File: config.mk
export PLATFORM = sky130hd
export DESIGN_NAME = diff_event_sender
export DESIGN_NICKNAME = d
export VERILOG_FILES = /design/src/rtl/diff_event_sender.sv
export SDC_FILE = /design/constraint.sdc
export NUM_CORES = 1
export LEC_CHECK = 0
export BUFFER_PORTS_ARGS = -buffer_cell sky130_fd_sc_hd__buf_2
export CORE_AREA = 2 2 39 41
export CTS_CLUSTER_DIAMETER = 30
export DETAILED_ROUTE_END_ITERATION = 7
export DIE_AREA = 0 0 41 43
export PLACE_DENSITY_LB_ADDON = 0.1
export SLEW_MARGIN = 5
export SYNTH_ARGS = -nofsm -noshare
export SYNTH_HDL_FRONTEND = slang
export SYNTH_SLANG_ARGS = --single-unit
File: constraint.sdc
create_clock -name clk_i -period 5 [get_ports clk_i]
set_input_delay 1.5 -clock clk_i [delete_from_list [all_inputs] [get_ports clk_i]]
set_output_delay 1.5 -clock clk_i [all_outputs]
set_load 0.05 [all_outputs]
File: src/rtl/diff_event_sender.sv
// Transmit side of a differential-pair event link: each event becomes a 4-phase
// level handshake on diff_po/diff_no, acknowledged by a differentially encoded ack pair.
module diff_event_sender #(
    parameter bit AsyncOn = 1'b0,
    parameter int MaxPend = 15
) (
    input  logic                         clk_i,
    input  logic                         rst_ni,
    input  logic                         event_i,
    input  logic                         ack_pi,
    input  logic                         ack_ni,
    output logic                         diff_po,
    output logic                         diff_no,
    output logic                         busy_o,
    output logic                         done_o,
    output logic [$clog2(MaxPend+1)-1:0] pend_o,
    output logic                         ovf_o,
    output logic                         ack_sigint_o
);
    localparam int PendW = $clog2(MaxPend + 1);
    localparam logic [PendW-1:0] PendMax = PendW'(MaxPend);

    typedef enum logic [1:0] {
        Idle,
        Assert,
        Deassert
    } state_e;

    logic ack_p;
    logic ack_n;

    generate
        if (AsyncOn) begin : g_sync
            logic [1:0] sync_p_q;
            logic [1:0] sync_n_q;
            // Sync flops reset to the idle ack encoding so no spurious fault is seen.
            always_ff @(posedge clk_i or negedge rst_ni) begin
                if (!rst_ni) begin
                    sync_p_q <= 2'b00;
                    sync_n_q <= 2'b11;
                end else begin
                    // NOTE: non-blocking here so both stages sample the pre-edge values and form a real 2-flop chain.
                    sync_p_q <= {sync_p_q[0], ack_pi};
                    sync_n_q <= {sync_n_q[0], ack_ni};
                end
            end
            assign ack_p = sync_p_q[1];
            assign ack_n = sync_n_q[1];
        end else begin : g_direct
            assign ack_p = ack_pi;
            assign ack_n = ack_ni;
        end
    endgenerate

    logic ack_ok;
    logic ack_lvl;
    assign ack_ok  = ack_p ^ ack_n;
    assign ack_lvl = ack_p;

    state_e           state_q, state_d;
    logic [PendW-1:0] pend_q, pend_d;
    logic             done_q, done_d;
    logic             ovf_q, ovf_d;
    logic             sigint_q, sigint_d;
    logic             bad_q;
    logic             diff_p_q;
    logic             diff_n_q;
    logic             advance;
    logic             start;
    logic             inc;
    logic             dec;

    // With the synchronizer a single bad sample is tolerated as skew between the wires.
    always_comb begin
        if (AsyncOn) sigint_d = ~ack_ok & bad_q;
        else         sigint_d = ~ack_ok;
    end

    // NOTE: every always_comb output gets a default first so no path can infer a latch.
    always_comb begin
        state_d = state_q;
        pend_d  = pend_q;
        done_d  = 1'b0;
        ovf_d   = 1'b0;
        start   = 1'b0;
        advance = ack_ok & ~sigint_q;

        case (state_q)
            Idle: begin
                if (advance && !ack_lvl && (event_i || pend_q != '0)) begin
                    start   = 1'b1;
                    state_d = Assert;
                end
            end
            Assert: begin
                if (advance && ack_lvl) state_d = Deassert;
            end
            Deassert: begin
                if (advance && !ack_lvl) begin
                    state_d = Idle;
                    done_d  = 1'b1;
                end
            end
            default: state_d = Idle;
        endcase

        // An event that starts a transfer straight from an empty queue never enters it.
        inc = event_i & ~(start & (pend_q == '0));
        dec = start & (pend_q != '0);

        if (inc && !dec) begin
            if (pend_q == PendMax) ovf_d = 1'b1;
            else                   pend_d = pend_q + PendW'(1);
        end else if (dec && !inc) begin
            pend_d = pend_q - PendW'(1);
        end
    end

    always_ff @(posedge clk_i or negedge rst_ni) begin
        if (!rst_ni) begin
            state_q  <= Idle;
            pend_q   <= '0;
            done_q   <= 1'b0;
            ovf_q    <= 1'b0;
            sigint_q <= 1'b0;
            bad_q    <= 1'b0;
            diff_p_q <= 1'b0;
            diff_n_q <= 1'b1;
        end else begin
            state_q  <= state_d;
            pend_q   <= pend_d;
            done_q   <= done_d;
            ovf_q    <= ovf_d;
            sigint_q <= sigint_d;
            bad_q    <= ~ack_ok;
            diff_p_q <= (state_d == Assert);
            diff_n_q <= (state_d != Assert);
        end
    end

    assign diff_po      = diff_p_q;
    assign diff_no      = diff_n_q;
    assign busy_o       = (state_q != Idle);
    assign done_o       = done_q;
    assign pend_o       = pend_q;
    assign ovf_o        = ovf_q;
    assign ack_sigint_o = sigint_q;

endmodule

**Yosys cells after proc, flatten, opt, wreduce, memory -nomap -nowiden**

Cells that the tools add are included.

- $add $sub $neg: 2
- Equality and inequality tests: 6
- Muxes and demuxes: 13
- Bitwise operators: 8
- Reduce and logical (&&, ||, !) cells: 15

Operators by type and width:

| kind | number |
|---|---|
| $mux W4 | 3 |
| $mux W1 | 6 |
| $mux W2 | 3 |
| $pmux W2 S3 | 1 |
| $logic_and A1 B1 Y1 | 5 |
| $add A4 B1 Y4 const B | 1 |
| $and A1 B1 Y1 | 4 |
| $eq A2 B1 Y1 const B | 2 |
| $eq A4 B4 Y1 const B | 1 |
| $logic_not A4 Y1 | 1 |
| $reduce_bool A2 Y1 | 2 |
| $reduce_bool A4 Y1 | 1 |
| $sub A4 B1 Y4 const B | 1 |
| $logic_not A1 Y1 | 3 |
| $not A1 Y1 | 3 |
| $eq A2 B2 Y1 const B | 1 |
| $logic_not A2 Y1 | 1 |
| $ne A2 B1 Y1 const B | 1 |
| $ne A2 B2 Y1 const B | 1 |
| $reduce_and A2 Y1 | 1 |
| $logic_or A1 B1 Y1 | 1 |
| $xor A1 B1 Y1 | 1 |

- Bits in registers: 11
- Input port bits: 5
- Output and inout bits: 10
- Logic and storage cells: 51

**Longest topological paths before layout**

- Depth in word-level cells: 13
- Depth in mapped cells: 8
- Gate-level depth less buffers: 8

**Worst setup path before layout**

No wires, ideal clock.

- Kind: input-to-reg
- From: input ack_pi
- To: register pend_q[3] (netlist: pend_o[3])
- Arrival: 3231 ps
- Setup slack: 1687 ps
- Stages: 7
- Path buffers: 0
- Cell sequence: or3b_4 o21ai_0 ha_1 a21o_1 a21oi_1 mux2i_1 xor2_1

- Word-level cells in the longest chain between the ends: 13
- Elaborated cells between the ends (all ways): 19
- Those cells by class: 1 x eq/ne; 3 x mux; 6 x bitwise; 9 x reduce/logical

Ends and longest elaborated chain:

| element | RTL line | text |
|---|---|---|
| start: declaration | 10 | `input logic ack_pi,` |
| $xor A1 B1 Y1 | 57 | `assign ack_ok = ack_p ^ ack_n;` |
| $and A1 B1 Y1 | 86 | `advance = ack_ok & ~sigint_q;` |
| $logic_and A1 B1 Y1 (*) (2 in series) | 90 | `if (advance && !ack_lvl && (event_i \|\| pend_q != '0)) begin` |
| $mux W1 (*) | 90 |  |
| $mux W1 (*) | 88 | `case (state_q)` |
| $and A1 B1 Y1 | 108 | `inc = event_i & ~(start & (pend_q == '0));` |
| $not A1 Y1 | 108 |  |
| $and A1 B1 Y1 | 108 |  |
| $logic_not A1 Y1 | 114 | `end else if (dec && !inc) begin` |
| $logic_and A1 B1 Y1 | 114 |  |
| $reduce_bool A2 Y1 (no source line) | - |  |
| $reduce_and A2 Y1 (no source line) | - |  |
| end signal: assignment | 131 | `pend_q <= pend_d;` |
| end: declaration | 61 | `logic [PendW-1:0] pend_q, pend_d;` |

Every way passes the cells marked *; elsewhere a longest branch is shown, timed or not.
A chain may end at the register's enable or synchronous reset.

**Final worst setup path**

Ends and elaborated chain as after synthesis.

==> results by group <==
Routing
  • Initial DRC count: 5
  • WL met3: 45 µm
  • Wire length on met1: 576 µm
  • Uppermost layer routed: met4
  • Drt pass-1 iters: 2
  • Via density: 5.435
  • Routed wl met2: 477 µm
  • Drt wl/cell: 13.05 µm
  • Total Routed Length: 1109 µm
  • Routed Antenna Nets: 0
  • Via count: 462
  • DR DRC count: 0

STA
  • Post-route minimum period: 3331 ps
  • Max frequency: 0.3002 GHz
  • Ratio of final minimum period to clock period: 66.62%
  • Final hold violations: 0
  • Final count of negative-setup-slack endpoints: 0
  • Slew HR: 67.23%
  • Worst Skew: 4.416 ps
  • Setup WS post-layout: 1669 ps
  • RSZ-0062 raised after global routing: no
  • Worst-Margin Slew: 486.4 ps
  • Final max-slew violation count: 0
  • TNS Setup: 0 ps

Synthesis
  • #FFs+latches synth: 11
  • Syn Area/Cell: 11.60 µm²
  • Post-Syn Area: 591.8 µm²
  • Sequential area share after synthesis: 46.72%
  • Synth top area share: 42.28%
  • Distinct cells, synth: 30
  • Synth area leaders: dfrtp_1 42%, dfstp_2 4.4%, ha_1 4.2%
  • Synth Warn #: 0
  • Mapped Nets: 59
  • Synth Instances: 51
  • Largest area contributor in the netlist: dfrtp_1

Floorplanning
  • Die ar.: 1763 µm²
  • Die X: 41 µm
  • Row count: 14
  • Core footprint: 1384 µm²
  • Die Span Y: 43 µm
  • # IOs: 15
  • Initial Util: 42.77%

Setup path
  • CP max stage delay: 430 ps
  • Worst path cell trace: buf_2, or3b_4, o21ai_0, ha_1, a21o_1, a21oi_1, mux2i_1, xor2_1
  • R2R Path End: pend_o[3]
  • Buf+Inv Stages, Crit Path: 1
  • CP startpoint kind: input pin
  • R2r setup slk: 2610 ps
  • Reg2reg path depth: 7
  • Critical path capture point type: register
  • Slowest library cell on the worst path: or3b_4
  • RR Startpoint: ack_sigint_o
  • Crit path DAT: 3520 ps
  • Critical path type: in -> reg
  • Max Fanout on Critical Path: 5
  • Required time worst endpoint: 5190 ps
  • Crit-path leading delay family: compound AO/OA/AOI/OAI gates

Clocking
  • Root Buffer: clkbuf_4
  • Worst-path clk slew: 70 ps
  • TritonCTS clock tree: yes
  • Num CTS Buffers: 3
  • CTS H-Tree Depth: 1
  • Post-CTS sizing: 0
  • CTS Buffer Depth: 2
  • Num Clock Sinks: 11
  • CTS Hold Bufs: 0
  • Post-CTS setup buffers: 0
  • Worst skew pair latency: 260 ps

Global routing
  • Initial antenna violation count: 0
  • Number of global-route vias before repair: 417
  • Largest net degree at the start of global routing: 12
  • Total track usage: 16.06%
  • Global-route wire length before repair: 1876 µm
  • Remaining global-route overflow: 0

Cells and area
  • Fill cell count: 131
  • Ant diodes: 0
  • Layout cells sized above 1: 37.68%
  • Reg area: 276.5 µm²
  • Final-stage net count: 78
  • Layout area overhead: 19.87%
  • Multi-input logic area: 307.8 µm²

Worst hold path
  • Worst Hold Path EP: pend_o[3]
  • Hold Path Depth: 1
  • Hold Crit Start: pend_o[3]
  • Hold Crit Class: reg -> reg

Placement
  • IO buf count: 14
  • Worst slack at placement: 1391 ps
  • Routability cong.: 0.7697
  • Dpl hpwl: 821.1 µm

Power and ir drop
  • Pwr Density: 705.9 nW/µm²
  • VDD IR max: 0.2615 mV
  • Pleak: 0.3399 nW

Status
  • Outcome: complete, no violations

Run
  • Max Cap Viol: 0
-- kinds of logic (layout without fill, tap and decap cells) --
logic type               after synthesis  after routing  synth area share (%)
adder cells (fa/ha/maj)                3              3                 7.610
multiplexers                           2              2                 4.228
AO/OA/AOI/OAI                         17             17                 20.30
flip-flops                            11             11                 46.72
buffers and inverters                  2             20                 1.269
AND/OR/NAND/NOR                       12             12                 13.96
XOR/XNOR                               4              4                 5.921
-- state kept, by name, indices dropped and copies added (netlist names) --
name,count
state_q,2
pend_o,4
done_o,1
diff_po,1
diff_no,1
ack_sigint_o,1
ovf_o,1
-- per-layer routing --
metal  track usage [%]  vias to the layer above
li1                  -                      227
met4             8.000                        0
met5                 0                        -
met1             25.08                      225
met2             19.38                        8
met3             4.712                        2
-- power by group --
group          switching, mW  internal, mW
sequential            0.0417         0.123
combinational          0.186        0.0891
clock                 0.0311        0.0295
total                  0.259         0.242
-- synthesized netlist by cell type, drive strengths merged --
cell type,number
a31oi,1
xnor2,2
xor2,2
o21ai,5
a41o,1
nand4,1
nand4b,1
mux2i,1
nand2,1
inv,2
or4b,1
nor2,4
nor3b,1
o311ai,1
or4,1
o211ai,2
o21a,1
dfrtp,10
fa,1
a21oi,3
nand2b,1
ha,2
a21o,3
mux2,1
or3b,1
dfstp,1
-- worst max-delay path by stage --
stage,from,endpoint,cells after the start
6_report,ack_pi,pend_o[3],8
5_1_grt,ack_ni,pend_o[3],8
4_1_cts,ack_pi,pend_o[3],8
3_5_place_dp,ack_pi,pend_o[3],8
3_3_place_gp,ack_pi,pend_o[3],8
2_1_floorplan,ack_pi,pend_o[3],7
-- per-stage QoR --
stage | area [µm²] | instances | util [%] | total power [mW] | hold WS [ps]
CTS | 709.4 | 85 | 51.27 | 0.5033 | 522.8
detailed placement | 681.9 | 81 | 49.28 | 0.4409 | 510.3
finish | 709.4 | 85 | 51.27 | 0.5008 | 525.3
floorplan | 591.8 | 51 | - | 0.3807 | 473.8
global route | 709.4 | 85 | 51.27 | 0.5383 | 564.0
global placement | 681.9 | 81 | 49.28 | 0.4375 | 498.3
-- layout make-up --
class,count,area share (%)
Clock buffer,3,3.175
Multi-Input combinational cell,38,43.39
Tap cell,16,2.822
Timing Repair Buffer,14,9.877
Sequential cell,11,38.98
Clock inverter,1,0.7055
Inverter,2,1.058
-- placed cells by master, fill, tap and decap left out, types with 2 or more instances in the layout --
cell type,synthesis,routed
buf_2,0,14
dfrtp_1,10,10
nor2_1,4,4
o21ai_0,3,3
a21oi_1,3,3
clkbuf_4,0,3
inv_1,2,2
xnor2_1,2,2
a21o_1,2,2
xor2_1,2,2
ha_1,2,2
No activity file was read; power rests on OpenSTA's default activity.
